[src/rtl/nano4k_spi_flash_responder_if.sv]
// Flash pin bundle between an SPI initiator and the nano4k flash responder,
// plus the responder's observation strobes.
interface nano4k_spi_flash_responder_if;
    logic       MCLK;
    logic       CS_n;
    logic       MOSI;
    logic       MISO;
    logic       cmdStrobe;
    logic [7:0] lastCmd;
    logic       wrStrobe;
    logic       rstEvent;

    modport master (
        output MCLK, CS_n, MOSI,
        input  MISO, cmdStrobe, lastCmd, wrStrobe, rstEvent
    );

    modport slave (
        input  MCLK, CS_n, MOSI,
        output MISO, cmdStrobe, lastCmd, wrStrobe, rstEvent
    );
endinterface

[src/rtl/nano4k_spi_flash_responder.sv]
// SPI NOR flash responder (READ/FREAD/PP/RSTEN/RST), SPI mode 3, oversampling the
// flash pins in the interfaceClk domain and serving reads/programs from a byte array.
module nano4k_spi_flash_responder #(
    parameter int MEM_AW      = 8,
    parameter int READ_DUMMY  = 1,
    parameter int FREAD_DUMMY = 1
) (
    input logic                          interfaceClk,
    input logic                          reset,
    nano4k_spi_flash_responder_if.slave  spi
);
    typedef enum logic [2:0] {IDLE, CMD, ADDR, DUMMY, RD_DATA, WR_DATA, IGNORE} state_t;

    localparam logic [7:0] OP_READ  = 8'h03;
    localparam logic [7:0] OP_FREAD = 8'h0B;
    localparam logic [7:0] OP_PP    = 8'h02;
    localparam logic [7:0] OP_RSTEN = 8'h66;
    localparam logic [7:0] OP_RST   = 8'h99;

    state_t      state, state_next;
    logic        mclk_s1, mclk_s2, mclk_d, cs_s1, cs_s2, mosi_s1, mosi_s2;
    logic [1:0]  warm;
    logic        cs_ready;
    logic [2:0]  bit_cnt;
    logic [7:0]  shift_reg, rx_byte, tx_byte, last_cmd;
    logic [1:0]  addr_cnt, dummy_cnt, dummy_cfg;
    logic [23:0] addr, addr_full, rd_base;
    logic        rise, fall, byte_done, rst_armed;
    logic        cmd_pulse, wr_pulse, rst_pulse, addr_shift, dummy_step, load_tx, tx_from_shift;
    logic        miso, cmd_strobe, wr_strobe, rst_event;
    logic [7:0]  mem [2**MEM_AW];

    assign rise      = mclk_s2 & ~mclk_d;
    assign fall      = ~mclk_s2 & mclk_d;
    assign rx_byte   = {shift_reg[6:0], mosi_s2};
    assign byte_done = rise && (bit_cnt == 3'd7);
    assign addr_full = {addr[15:0], rx_byte};
    assign rd_base   = tx_from_shift ? addr_full : addr;
    assign dummy_cfg = (last_cmd == OP_FREAD) ? 2'(FREAD_DUMMY) : 2'(READ_DUMMY);

    assign spi.MISO      = miso;
    assign spi.cmdStrobe = cmd_strobe;
    assign spi.lastCmd   = last_cmd;
    assign spi.wrStrobe  = wr_strobe;
    assign spi.rstEvent  = rst_event;

    always_ff @(posedge interfaceClk) begin
        if (reset) state <= IDLE;
        else       state <= state_next;
    end

    always_comb begin
        state_next    = state;
        cmd_pulse     = 1'b0;
        wr_pulse      = 1'b0;
        rst_pulse     = 1'b0;
        addr_shift    = 1'b0;
        dummy_step    = 1'b0;
        load_tx       = 1'b0;
        tx_from_shift = 1'b0;
        case (state)
            IDLE: if (!cs_s2 && cs_ready) state_next = CMD;
            CMD: if (byte_done) begin
                cmd_pulse = 1'b1;
                case (rx_byte)
                    OP_READ, OP_FREAD, OP_PP: state_next = ADDR;
                    OP_RST: begin
                        rst_pulse  = rst_armed;
                        state_next = IGNORE;
                    end
                    default: state_next = IGNORE;
                endcase
            end
            ADDR: if (byte_done) begin
                addr_shift = 1'b1;
                if (addr_cnt == 2'd2) begin
                    if (last_cmd == OP_PP) state_next = WR_DATA;
                    else if (dummy_cfg != 2'd0) state_next = DUMMY;
                    else begin
                        state_next    = RD_DATA;
                        load_tx       = 1'b1;
                        tx_from_shift = 1'b1;
                    end
                end
            end
            DUMMY: if (byte_done) begin
                dummy_step = 1'b1;
                if (dummy_cnt == dummy_cfg - 2'd1) begin
                    state_next = RD_DATA;
                    load_tx    = 1'b1;
                end
            end
            RD_DATA: if (byte_done) load_tx = 1'b1;
            WR_DATA: if (byte_done) wr_pulse = 1'b1;
            IGNORE:  ;
            default: state_next = IDLE;
        endcase
        // CS_n high wins over any coincident byte completion
        if (state != IDLE && cs_s2) begin
            state_next = IDLE;
            cmd_pulse  = 1'b0;
            wr_pulse   = 1'b0;
            rst_pulse  = 1'b0;
            addr_shift = 1'b0;
            dummy_step = 1'b0;
            load_tx    = 1'b0;
        end
    end

    always_ff @(posedge interfaceClk) begin
        if (reset) begin
            {mclk_s1, mclk_s2, mclk_d} <= '1;
            {cs_s1, cs_s2}             <= '1;
            {mosi_s1, mosi_s2}         <= '0;
            warm       <= '0;
            cs_ready   <= 1'b0;
            bit_cnt    <= '0;
            shift_reg  <= '0;
            addr_cnt   <= '0;
            dummy_cnt  <= '0;
            addr       <= '0;
            tx_byte    <= '0;
            last_cmd   <= '0;
            rst_armed  <= 1'b0;
            miso       <= 1'b1;
            cmd_strobe <= 1'b0;
            wr_strobe  <= 1'b0;
            rst_event  <= 1'b0;
        end else begin
            mclk_s1 <= spi.MCLK;  mclk_s2 <= mclk_s1;  mclk_d <= mclk_s2;
            cs_s1   <= spi.CS_n;  cs_s2   <= cs_s1;
            mosi_s1 <= spi.MOSI;  mosi_s2 <= mosi_s1;
            // Synchronizer presets are not pin data: a new frame needs CS_n seen high after they flush
            warm <= {warm[0], 1'b1};
            if (warm[1] && cs_s2) cs_ready <= 1'b1;

            cmd_strobe <= cmd_pulse;
            wr_strobe  <= wr_pulse;
            rst_event  <= rst_pulse;

            if (state_next == IDLE) begin
                bit_cnt   <= '0;
                shift_reg <= '0;
            end else if (rise && state != IDLE) begin
                bit_cnt   <= bit_cnt + 3'd1;
                shift_reg <= rx_byte;
            end

            if (cmd_pulse) begin
                last_cmd  <= rx_byte;
                addr_cnt  <= '0;
                rst_armed <= (rx_byte == OP_RSTEN);
            end else if (state != IDLE && state_next == IDLE &&
                         !(state == IGNORE && last_cmd == OP_RSTEN)) begin
                rst_armed <= 1'b0;
            end

            if (addr_shift) begin
                addr      <= addr_full;
                addr_cnt  <= addr_cnt + 2'd1;
                dummy_cnt <= '0;
            end
            if (dummy_step) dummy_cnt <= dummy_cnt + 2'd1;
            if (load_tx) begin
                tx_byte <= mem[rd_base[MEM_AW-1:0]];
                addr    <= rd_base + 24'd1;
            end
            if (wr_pulse) addr[7:0] <= addr[7:0] + 8'd1;

            if (state_next != RD_DATA)               miso <= 1'b1;
            else if (fall && state == RD_DATA)       miso <= tx_byte[3'd7 - bit_cnt];
        end
    end

    always_ff @(posedge interfaceClk) begin
        if (wr_pulse && !reset) mem[addr[MEM_AW-1:0]] <= rx_byte;
    end
endmodule

[src/flat_wrapper.sv]
// flat-port wrapper written by rule: the top's interface ports become plain ports
module nano4k_spi_flash_responder_flat 
#(
    parameter int MEM_AW      = 8,
    parameter int READ_DUMMY  = 1,
    parameter int FREAD_DUMMY = 1
)
  (interfaceClk, reset, spi_MCLK, spi_CS_n, spi_MOSI, spi_MISO, spi_cmdStrobe, spi_lastCmd, spi_wrStrobe, spi_rstEvent);
  nano4k_spi_flash_responder_if spi_i ();
  input logic interfaceClk;
  input logic reset;
  input wire logic [$bits(spi_i.MCLK)-1:0] spi_MCLK;
  input wire logic [$bits(spi_i.CS_n)-1:0] spi_CS_n;
  input wire logic [$bits(spi_i.MOSI)-1:0] spi_MOSI;
  output wire logic [$bits(spi_i.MISO)-1:0] spi_MISO;
  output wire logic [$bits(spi_i.cmdStrobe)-1:0] spi_cmdStrobe;
  output wire logic [$bits(spi_i.lastCmd)-1:0] spi_lastCmd;
  output wire logic [$bits(spi_i.wrStrobe)-1:0] spi_wrStrobe;
  output wire logic [$bits(spi_i.rstEvent)-1:0] spi_rstEvent;
  assign spi_i.MCLK = spi_MCLK;
  assign spi_i.CS_n = spi_CS_n;
  assign spi_i.MOSI = spi_MOSI;
  assign spi_MISO = spi_i.MISO;
  assign spi_cmdStrobe = spi_i.cmdStrobe;
  assign spi_lastCmd = spi_i.lastCmd;
  assign spi_wrStrobe = spi_i.wrStrobe;
  assign spi_rstEvent = spi_i.rstEvent;
  nano4k_spi_flash_responder #(.MEM_AW(MEM_AW), .READ_DUMMY(READ_DUMMY), .FREAD_DUMMY(FREAD_DUMMY)) u_core (.interfaceClk(interfaceClk), .reset(reset), .spi(spi_i));
endmodule
[config.mk]
export PLATFORM = sky130hd
export DESIGN_NAME = nano4k_spi_flash_responder_flat
export DESIGN_NICKNAME = d
export VERILOG_FILES = /design/src/rtl/nano4k_spi_flash_responder_if.sv /design/src/rtl/nano4k_spi_flash_responder.sv /design/src/flat_wrapper.sv
export SDC_FILE = /design/constraint.sdc
export NUM_CORES = 2
export LEC_CHECK = 0
export ABC_AREA = 1
export CORE_UTILIZATION = 60
export DETAILED_ROUTE_END_ITERATION = 10
export PLACE_DENSITY = 0.76
export SYNTH_ARGS = -nofsm -noshare
export SYNTH_HDL_FRONTEND = slang
export SYNTH_SLANG_ARGS = --single-unit
[constraint.sdc]
create_clock -name interfaceClk -period 6.9 [get_ports interfaceClk]
set_clock_uncertainty 0.05 [all_clocks]
set_input_delay 1.38 -clock interfaceClk [delete_from_list [all_inputs] [get_ports interfaceClk]]
set_output_delay 1.38 -clock interfaceClk [all_outputs]
set_load 0.1 [all_outputs]
==> metrics.cfg <==
[run_status]
outcome = finished, final reports clean

[layout]
largest_register_ffs = 2048
n_antenna_cell = 0
syn_to_final_growth_pct = 8.486
drive_above_1_share_pct = 4.627
nets = 8426
fin_util_pct = 65.88

[setup_path]
r2r_slack_ns = 2.61
cpMostUsedCell = nor2_1
end_kind = flip-flop
crit_required_ns = 7.62
cp_cell_sequence = buf_12, buf_4, o21ai_0, o21ai_0, nand2_1, nand2_1, nor2_1, nor2_1, nor2_1, nand2_1, inv_1, nand2_1, nor2_1, nor2_1
cp_max_fo = 184
cp_slowest_stage_delay_ns = 0.93
start_kind = flip-flop
critical_path_class = reg -> reg
cp.arrival_ns = 5.01
crit_slowest_cell = buf_4
critPathBufInv = 3
path_delay_family = buffers and inverters

[timing]
maxClockFrequency_ghz = 0.2330
tns_ns = 0
finalCritPeriodShare_pct = 62.19
relSlewSlack_pct = 12.62
slew_violations = 0
rsz0062_at_grt = no
period_minus_slack_ns = 4.291
hold_viol = 0
setup_viol = 0
tightest_slew_ns = 1.306

[floorplanning]
core_area_sq_mm = 0.1464
die_area_sq_mm = 0.1498
num_rows = 140
chipHeight_um = 387.0
io_pins = 17
start_util_pct = 60.73
die_w_um = 387.0

[logic_synthesis]
syn_nets = 8594
synth_ff_type = edfxtp_1
synth_area_sq_mm = 0.08893
synth_top_area_share_pct = 69.16
ys_top_cells_by_count = 2691 x nand2_1, 2048 x edfxtp_1, 1653 x nor2_1, 622 x inv_1, 588 x o21ai_0
post-synth-top-count-cell = nand2_1
synth_seq_cells = 2104
avgSynthCellArea_sq_um = 10.36
synth.distinct_cells = 38
syn_inst = 8581
yosysWarnings = 0
ys_seq_area_share_pct = 70.42
async_flop_share_pct = 0
synth_edf_count = 2048
synthTopCellsByArea = edfxtp_1 69%, nand2_1 11%, nor2_1 7.0%, o21ai_0 3.3%, inv_1 2.6%
synth_area_leader_cell = edfxtp_1

[power]
p_per_area_mw_per_mm2 = 255.4
peakVddDrop_mv = 0.2783
leakage_nw = 39.29
totalPowerFinal_mw = 24.64

[drt]
drc = 0
ant_nets = 0
vias = 60670
vias_per_cell = 5.779
drt_iter0_markers = 8297
drt-pass1-iter-count = 9
drt-total-wl_um = 228900
route.detailed.wl_per_inst_um = 21.80

[cts]
htreeDepth = 4
clk_latency_ns = 0.83
holdBufCountCts = 0
clk_pin_slew_worst_paths_ns = 0.06
cts.repair.resized = 0
cts_setup_buffers = 0
root_buffer = clkbuf_16
clock_sink_count = 2104
cts_tree = built
clockBufferDepth = 3
cts-buffers-inserted = 203

[grt]
grt_max_degree = 235
grtUsageTotal_pct = 30.45
gr-usage-met2_pct = 48.31
grt_pass1_wl_um = 345700
antenna_found_initial = 1
overflow = 0
grt_pass1_vias = 58310
use_met1_pct = 41.13
grt-busiest-layer = met2
grt_use_met3_pct = 5.794

[hold_path]
min_path_type = reg -> reg

[flow_run]
cap_violations = 0

[placement]
hpwl_um = 124900
gp_congestion = 0.8950
port_buffers = 16

## final cells by class
cell class | instances | area [sq um]
Sequential cell | 2104 | 62660
Fill cell | 10690 | 49970
Multi-Input combinational cell | 5390 | 21760
Clock buffer | 247 | 5373
Tap cell | 1917 | 2399
Inverter | 632 | 2392
Clock inverter | 126 | 1033
Timing Repair Buffer | 82 | 855.8
## layout by cell type (no fill, tap or decap), types with 5 or more instances in the layout
cell type	instances
clkbuf_1	38
bufinv_16	16
inv_6	6
clkdlybuf4s50_1	16
nor2_4	5
buf_4	50
clkinv_1	55
a21oi_1	15
inv_1	622
clkinvlp_4	11
ha_1	8
dfxtp_1	46
o21ai_1	94
o21ai_0	588
nand3_1	287
or2_2	5
edfxtp_1	2048
clkbuf_16	209
dfxtp_4	10
buf_12	16
nand2_1	2682
nand2_2	16
nor2_1	1651
clkinv_2	38
## worst paths after layout
check	start	endpoint	depth (start not counted)
setup / recovery	u_core.addr[1]	u_core.tx_byte[2]	14
hold / removal	u_core.mosi_s1	u_core.mosi_s2	2
setup reg to reg	u_core.addr[1]	u_core.tx_byte[2]	14
hold reg to reg	u_core.mosi_s1	u_core.mosi_s2	2
## through the flow
stage | instance area [sq um] | worst slack (ns) | std cells | hold slack, ns
2_1_floorplan | 88930 | 2.034 | 8581 | 0.3383
3_3_place_gp | 90070 | 2.413 | 10130 | 0.3411
3_5_place_dp | 90070 | 2.325 | 10130 | 0.3440
4_1_cts | 96470 | 2.786 | 10500 | 0.3629
5_1_grt | 96470 | 2.480 | 10500 | 0.3753
6_report | 96470 | 2.609 | 10500 | 0.3593
## routing by layer
metal	share of wire, %	vias up
met4	4.8	2
met5	0.0057	-
met1	38	28740
li1	-	27740
met3	11	606
met2	47	3585
## worst register-to-register path: cells and delay by family, from the launching register on
family / cells / cell delay (ns)
AO/OA/AOI/OAI: 2 / 0.69
buffers and inverters: 3 / 1.74
flip-flops: 1 / 0.81
AND/OR/NAND/NOR: 9 / 0.94
## logic make-up (layout without fill, tap and decap cells)
family,Yosys count,in the layout,share of synthesized area (%)
AO/OA/AOI/OAI,715,715,4.072
XOR/XNOR,3,3,0.02955
adder cells (fa/ha/maj),8,8,0.1126
buffers and inverters,1087,1087,5.152
flip-flops,2104,2104,70.42
multiplexers,4,4,0.04924
AND/OR/NAND/NOR,4660,4660,20.17
## power by group
| part | switching [mW] | leakage (nW) | internal (mW) | total, mW |
|---|---|---|---|---|
| clock network | 4.68 | 3.12 | 6.11 | 10.8 |
| registers | 0.00331 | 22.5 | 13.8 | 13.8 |
| logic | 0.0307 | 13.7 | 0.00602 | 0.0367 |
| total | 4.71 | 39.3 | 19.9 | 24.6 |
Note: power is estimated with default switching activity, not from simulation.
